===== src/rtl/rename_stage.sv =====
// Two-wide register rename stage: RAT lookup, circular free-list allocation,
// intra-group bypass and retire-driven freeing, with registered outputs.
module rename_stage #(
    parameter int PHYS_REGS = 64,
    parameter int ARCH_REGS = 32
) (
    input  logic        clk,
    input  logic        reset,
    input  logic [6:0]  instr1_opcode,
    input  logic [4:0]  instr1_rs1,
    input  logic [4:0]  instr1_rs2,
    input  logic [4:0]  instr1_rd,
    input  logic [31:0] instr1_imm,
    input  logic [6:0]  instr1_funct7,
    input  logic [2:0]  instr1_funct3,
    input  logic [6:0]  instr2_opcode,
    input  logic [4:0]  instr2_rs1,
    input  logic [4:0]  instr2_rs2,
    input  logic [4:0]  instr2_rd,
    input  logic [31:0] instr2_imm,
    input  logic [6:0]  instr2_funct7,
    input  logic [2:0]  instr2_funct3,
    input  logic [5:0]  free_reg1,
    input  logic [5:0]  free_reg2,
    output logic        stall,
    output logic [6:0]  instr1_opcode_out,
    output logic [31:0] instr1_imm_out,
    output logic [6:0]  instr1_funct7_out,
    output logic [2:0]  instr1_funct3_out,
    output logic [5:0]  instr1_p_rs1,
    output logic [5:0]  instr1_p_rs2,
    output logic [5:0]  instr1_p_rd,
    output logic [5:0]  instr1_p_old_rd,
    output logic [6:0]  instr2_opcode_out,
    output logic [31:0] instr2_imm_out,
    output logic [6:0]  instr2_funct7_out,
    output logic [2:0]  instr2_funct3_out,
    output logic [5:0]  instr2_p_rs1,
    output logic [5:0]  instr2_p_rs2,
    output logic [5:0]  instr2_p_rd,
    output logic [5:0]  instr2_p_old_rd
);

    // Handshake: the group is accepted on a rising edge when stall is low;
    // while stall is high decode must hold its group and nothing is allocated.
    function automatic logic is_writer(input logic [6:0] op);
        return (op == 7'b0110011) || (op == 7'b0010011) || (op == 7'b0000011);
    endfunction

    logic [5:0] rat [ARCH_REGS];
    logic [5:0] fl  [PHYS_REGS];
    logic [5:0] head, tail;
    logic [6:0] count;

    logic       alloc1, alloc2, f1v, f2v;
    logic [1:0] need, nfree, popped;
    logic [5:0] new1, new2, tail2;
    logic [5:0] p1_rs1, p1_rs2, p1_rd, p1_old;
    logic [5:0] p2_rs1, p2_rs2, p2_rd, p2_old;

    always_comb begin
        alloc1 = is_writer(instr1_opcode) && (instr1_rd != 5'd0);
        alloc2 = is_writer(instr2_opcode) && (instr2_rd != 5'd0);
        need   = {1'b0, alloc1} + {1'b0, alloc2};
        stall  = !reset && ({5'd0, need} > count);
        popped = stall ? 2'd0 : need;
        f1v    = (free_reg1 != 6'd0);
        f2v    = (free_reg2 != 6'd0);
        nfree  = {1'b0, f1v} + {1'b0, f2v};
        tail2  = f1v ? tail + 6'd1 : tail;

        new1   = fl[head];
        new2   = alloc1 ? fl[head + 6'd1] : fl[head];

        p1_rs1 = rat[instr1_rs1];
        p1_rs2 = rat[instr1_rs2];
        p1_rd  = alloc1 ? new1 : 6'd0;
        p1_old = alloc1 ? rat[instr1_rd] : 6'd0;

        // instr2 sees instr1's fresh mapping as if the pair issued in order
        p2_rs1 = (alloc1 && instr2_rs1 == instr1_rd) ? new1 : rat[instr2_rs1];
        p2_rs2 = (alloc1 && instr2_rs2 == instr1_rd) ? new1 : rat[instr2_rs2];
        p2_rd  = alloc2 ? new2 : 6'd0;
        p2_old = 6'd0;
        if (alloc2) begin
            p2_old = (alloc1 && instr2_rd == instr1_rd) ? new1 : rat[instr2_rd];
        end
    end

    always_ff @(posedge clk) begin
        if (reset) begin
            for (int i = 0; i < ARCH_REGS; i++) rat[i] <= 6'(i);
            for (int i = 0; i < PHYS_REGS; i++) fl[i] <= (i < 32) ? 6'(i + 32) : 6'd0;
            head  <= 6'd0;
            tail  <= 6'd32;
            count <= 7'd32;
            instr1_opcode_out <= '0; instr1_imm_out <= '0;
            instr1_funct7_out <= '0; instr1_funct3_out <= '0;
            instr1_p_rs1 <= '0; instr1_p_rs2 <= '0; instr1_p_rd <= '0; instr1_p_old_rd <= '0;
            instr2_opcode_out <= '0; instr2_imm_out <= '0;
            instr2_funct7_out <= '0; instr2_funct3_out <= '0;
            instr2_p_rs1 <= '0; instr2_p_rs2 <= '0; instr2_p_rd <= '0; instr2_p_old_rd <= '0;
        end else begin
            // Frees are pushed even on a stall cycle
            if (f1v) fl[tail]  <= free_reg1;
            if (f2v) fl[tail2] <= free_reg2;
            tail  <= tail + {4'd0, nfree};
            count <= count - {5'd0, popped} + {5'd0, nfree};
            if (stall) begin
                instr1_opcode_out <= '0; instr1_imm_out <= '0;
                instr1_funct7_out <= '0; instr1_funct3_out <= '0;
                instr1_p_rs1 <= '0; instr1_p_rs2 <= '0; instr1_p_rd <= '0; instr1_p_old_rd <= '0;
                instr2_opcode_out <= '0; instr2_imm_out <= '0;
                instr2_funct7_out <= '0; instr2_funct3_out <= '0;
                instr2_p_rs1 <= '0; instr2_p_rs2 <= '0; instr2_p_rd <= '0; instr2_p_old_rd <= '0;
            end else begin
                if (alloc1) rat[instr1_rd] <= new1;
                if (alloc2) rat[instr2_rd] <= new2;
                head <= head + {4'd0, need};
                instr1_opcode_out <= instr1_opcode; instr1_imm_out <= instr1_imm;
                instr1_funct7_out <= instr1_funct7; instr1_funct3_out <= instr1_funct3;
                instr1_p_rs1 <= p1_rs1; instr1_p_rs2 <= p1_rs2;
                instr1_p_rd  <= p1_rd;  instr1_p_old_rd <= p1_old;
                instr2_opcode_out <= instr2_opcode; instr2_imm_out <= instr2_imm;
                instr2_funct7_out <= instr2_funct7; instr2_funct3_out <= instr2_funct3;
                instr2_p_rs1 <= p2_rs1; instr2_p_rs2 <= p2_rs2;
                instr2_p_rd  <= p2_rd;  instr2_p_old_rd <= p2_old;
            end
        end
    end

endmodule

===== config.mk =====
export PLATFORM = sky130hd
export DESIGN_NAME = rename_stage
export DESIGN_NICKNAME = d
export VERILOG_FILES = /design/src/rtl/rename_stage.sv
export SDC_FILE = /design/constraint.sdc
export NUM_CORES = 2
export LEC_CHECK = 0
export CAP_MARGIN = 20
export CORE_UTILIZATION = 49
export CTS_CLUSTER_DIAMETER = 150
export DETAILED_ROUTE_END_ITERATION = 10
export GPL_ROUTABILITY_DRIVEN = 0
export HOLD_SLACK_MARGIN = 0.15
export PLACE_DENSITY = 0.68
export SLEW_MARGIN = 20
export SYNTH_ARGS = -nofsm -noshare
export SYNTH_HDL_FRONTEND = slang
export SYNTH_SLANG_ARGS = --single-unit

===== constraint.sdc =====
create_clock -name clk -period 9.8 [get_ports clk]
set_input_delay 1.47 -clock clk [delete_from_list [all_inputs] [get_ports clk]]
set_output_delay 1.47 -clock clk [all_outputs]
set_load 0.1 [all_outputs]

**Yosys cells after proc, flatten, opt, wreduce, memory -nomap -nowiden**

Memory sizes are Yosys's and may differ from the RTL's. A register that Yosys moved wholly into a read port is not among the register bits.
Index checks and enable logic that the tools add are counted.

- Register bits: 129
- Bits of input ports: 142
- Word-level logic and storage cells: 84
- Output and inout port bits: 147
- Memories: 2
- Memory bits (writable): 576

- Equal/unequal tests: 6
- Add/subtract/negate cells: 8
- Multiplexer cells: 33
- Bitwise logic cells: 2
- Magnitude comparators: 1
- Reductions and logical operators: 19

Memory list:

| memory | depth | width | rd ports | clocked after memory_dff | wr ports | line | RTL |
|---|---|---|---|---|---|---|---|
| fl | 64 | 6 | 2 | 1 | 64 | 51 | `logic [5:0] fl [PHYS_REGS];` |
| rat | 32 | 6 | 6 | 6 | 32 | 50 | `logic [5:0] rat [ARCH_REGS];` |

Operator list:

| cell | number |
|---|---|
| $mux W6 | 10 |
| $reduce_or A6 Y1 | 4 |
| $mux W1 | 20 |
| $eq A7 B2 Y1 const B | 2 |
| $eq A7 B5 Y1 const B | 2 |
| $eq A7 B6 Y1 const B | 2 |
| $add A6 B1 Y6 const B | 2 |
| $add A6 B2 Y6 | 2 |
| $reduce_bool A6 Y1 | 2 |
| $mux W5 | 2 |
| $reduce_bool A5 Y1 | 2 |
| $add A7 B2 Y7 | 1 |
| $gt A2 B7 Y1 | 1 |
| $sub A7 B2 Y7 | 1 |
| $reduce_or A3 Y1 | 2 |
| $add A1 B1 Y2 | 2 |
| $logic_or A1 B1 Y1 | 4 |
| $logic_and A1 B1 Y1 | 3 |
| $mux W2 | 1 |
| $not A1 Y1 | 2 |
| $reduce_or A2 Y1 | 1 |
| $logic_not A1 Y1 | 1 |

**Depth between registers and ports, before layout**

- Word-level depth: 12
- Mapped depth: 26
- Mapped depth without buffers: 21

**Least setup slack after synthesis**

No wires, ideal clock.

- Path type: input port to flip-flop
- From: input instr1_rd[2]
- To: register count[5]
- Data required time: 9.671 ns
- Path buffers: 4
- Slack: 1.729 ns
- Cell stages on the path: 21
- Data arrival time: 7.942 ns
- Library setup time: 0.129 ns
- Cell sequence: buf_2 -> or3_1 -> o2111ai_1 -> inv_2 -> clkbuf_1 -> clkbuf_1 -> clkbuf_1 -> ha_1 -> ha_1 -> nor2b_1 -> o2111ai_1 -> nor3_1 -> nand2b_1 -> fa_1 -> ha_1 -> a21o_1 -> a21oi_1 -> o21bai_1 -> a21oi_1 -> xnor2_1 -> nand2_1

- Longest elaborated chain between the ends: 8

Ends and longest elaborated chain:

| what | line | RTL |
|---|---|---|
| start: declaration | 12 | `input logic [4:0] instr1_rd,` |
| $reduce_bool A5 Y1 | 62 | `alloc1 = is_writer(instr1_opcode) && (instr1_rd != 5'd0);` |
| $logic_and A1 B1 Y1 | 62 |  |
| $add A1 B1 Y2 | 64 | `need = {1'b0, alloc1} + {1'b0, alloc2};` |
| $gt A2 B7 Y1 | 65 | `stall = !reset && ({5'd0, need} > count);` |
| $logic_and A1 B1 Y1 | 65 |  |
| net stall | 25 | `output logic stall,` |
| $mux W2 | 66 | `popped = stall ? 2'd0 : need;` |
| $sub A7 B2 Y7 | 108 | `count <= count - {5'd0, popped} + {5'd0, nfree};` |
| $add A7 B2 Y7 | 108 |  |
| end signal: assignment | 108 |  |
| end: declaration | 53 | `logic [6:0] count;` |

The timed path passes the listed nets, and every way through them passes these cells.
A chain may end at the register's enable or synchronous reset.

**Final worst setup path**

- From: input instr1_rd[4]
- To: output stall

- Longest elaborated chain between the ends: 5

Ends and longest elaborated chain:

| what | line |
|---|---|
| $reduce_bool A5 Y1 | 62 |
| $logic_and A1 B1 Y1 | 62 |
| $add A1 B1 Y2 | 64 |
| $gt A2 B7 Y1 | 65 |
| $logic_and A1 B1 Y1 | 65 |
| end: declaration | 25 |

No other way between the ends.

==> metrics.yaml <==
min_path_type: "flip-flop to flip-flop"
cp_data_required_time_ps: 8330
cts_tree: "built"
vias: 37032
hold_viol: 0
cp.arrival_ps: 5560
synth_area_sq_mm: 0.04705
fin_hold_ws_ps: 602.0
die_y_microns: 311.9
worst_pin_slew_ps: 1248
slew_headroom: 0.1679
path_max_fanout: 30
endpoint_kind: "output port"
wl_microns: 179300
yosys.area_share.adder: 0.007287
portBuffers: 288
cap_viol_max_count: 0
coreArea_sq_mm: 0.09501
whs_path_depth: 2
max_stage_delay_ps: 770
dp_hpwl_microns: 119300
cts_max_level: 3
yosys_warnings: 0
max_freq_ghz: 0.1423
drc: 0
muxShareOfSynthArea: 0.2994
dp_cells: 4657
rrSetupSlack_ps: 4530
ys.flop_type: "edfxtp_1"
fill_cells: 7671
track_usage: 0.3639
grt_pass1_vias: 35384
clockBufferDepth: 3
synthSimpleGateAreaFrac: 0.08318
synth_cell_types: 81
cts_hold_buf: 0
layout_min_cycle_time_ps: 7026
root_buffer: "clkbuf_16"
grt_max_degree: 115
grt_pass1_wl_microns: 256000
fin_crit_sh: 0.7169
rr_worst_depth: 9
path_class: "input port to output port"
ys_ff_latch: 747
powerDensity_mw_per_mm2: 162.0
cp_cell_sequence: "clkdlybuf4s50_1 > or3_1 > o2111ai_4 > inv_2 > ha_1 > inv_1 > ha_1 > nand2_1 > nor4bb_2 > nor3_1 > buf_4"
synth_top_family_by_area: "multiplexers"
cp-start-kind: "input port"
die-area_sq_mm: 0.09726
setup_tns_ps: 0
grt-ovfl-total: 0
drive_above_1_share: 0.2568
rows: 113
ir_worst_vdd_uv: 130.7
yosysMostFrequentCell: "edfxtp_1"
avgRoutedWirePerCell_microns: 37.20
synthTopCellsByCount: "576 x edfxtp_1, 565 x mux4_2, 240 x clkbuf_1, 223 x a22o_1, 211 x nor2_1"
critPathMostFrequentCell: "ha_1"
first_pass_iters: 8
syn2layout_area_growth_pct: 13.21
finalSetupViolations: 0
vias_per_cell: 7.685
initial_core_util: 0.4952
antenna_found_initial: 9
power_mw: 8.627
cts_setup_buffers: 0
async_reset_ff_frac: 0
clkSinkCount: 747
ant_nets: 0
synth_edf_count: 576
finalClockSkew_ps: 26.40
synth.largest_area_cell: "edfxtp_1"
stdcell_count: 4819
status: "finished, final reports clean"
cpMaxStageDelayCell: "nor4bb_2"
clkLatencyLatePin_ps: 690
synth-compound-area-share: 0.1231
seq_area_frac_synth: 0.4404
numCtsBuffers: 85
clk_pin_slew_ps: 60
yosysTopAreaCellShare: 0.3676
final_core_util: 0.5606
synthCells: 3400
die_w_microns: 311.9
fin_nets: 3647
drt_iter0_markers: 7115
ys_top_cells_by_area: "edfxtp_1 37%, mux4_2 27%, dfxtp_1 7.3%, a22o_1 4.2%, a22oi_1 2.0%"
io_pins: 289
slew_viol_final: 0
yosys.area_share.xor_xnor: 0.007074
rsz0062_at_grt: "false"
syn_area_per_cell_sq_um: 13.84
power.leakage_nw: 16.50
cts-resized-gates: 0
worst max-delay path, delay by kind of cell:
kind            cells  cell delay (ps)
compound gates      1              260
simple gates        4             1660
buf+inv             4             1410
fa+ha+maj           2              720
kinds of logic (layout without fill, tap and decap cells):
logic type | Yosys count | in the layout
fa+ha+maj | 25 | 25
mux | 693 | 693
xor+xnor | 38 | 38
simple gates | 753 | 753
flops | 747 | 747
other cells | 1 | 8
compound gates | 731 | 731
buf+inv | 412 | 559
where the power goes:
group	total [mW]	switching, mW	internal (mW)
logic	1.67	1.11	0.560
clock network	3.30	1.40	1.90
registers	3.65	0.108	3.54
total	8.63	2.62	6.00
per-layer routing:
| metal | vias to the layer above | part of all wire | track usage |
|---|---|---|---|
| met1 | 18352 | 0.32 | 0.4504 |
| li1 | 14345 | - | - |
| met3 | 804 | 0.15 | 0.1219 |
| met5 | - | 0.00028 | 0 |
| met4 | 8 | 0.075 | 0.2234 |
| met2 | 3523 | 0.45 | 0.5521 |
layout make-up:
cell class / instances / area [sq um] / area share
timing repair buffer: 361 / 3336 / 0.06263
clock buffer: 103 / 2235 / 0.04195
inverter: 39 / 146.4 / 0.002748
sequential: 747 / 20730 / 0.3892
multi-input combinational: 2246 / 24640 / 0.4625
antenna: 2 / 5.005 / 0.00009396
tap: 1265 / 1583 / 0.02972
clock inverter: 56 / 590.6 / 0.01109
stage by stage:
step	cell area [sq um]	setup WS, ps
final	53260	2774
after global routing	53260	2594
after CTS	53230	2859
after detailed placement	50400	2228
after global placement	50400	2310
after floorplan	47070	1729
state kept, by name (all words and copies together), names as in the netlist, 32 cells and up, named ones only:
name,flops
rat,192
fl,384
instr1_imm_out,32
instr2_imm_out,32
layout by cell type, fill, tap and decap left out, drive strengths merged, types with 13 or more instances in the layout:
cell type / instances
mux4: 565
dfxtp: 171
inv: 42
nor3: 41
a32oi: 16
nand4: 16
mux2i: 85
and2: 106
nand3: 77
xnor2: 25
a22oi: 131
a221oi: 22
a21oi: 31
mux2: 43
edfxtp: 576
clkinv: 37
clkbuf: 103
o22ai: 154
or2: 13
ha: 21
a31oi: 16
buf: 100
nor2: 228
xor2: 13
or3: 94
nor2b: 17
a2bb2oi: 23
a211oi: 22
clkdlybuf4s50: 261
o22a: 32
nand2: 93
a22o: 223
nand2b: 18
final timing paths:
path,end,start
max,stall,instr1_rd[4]
min,flip-flop,head[5]
max reg2reg,rat[26][5],flip-flop
min reg2reg,flip-flop,head[5]
No activity file was read; power rests on OpenSTA's default activity.
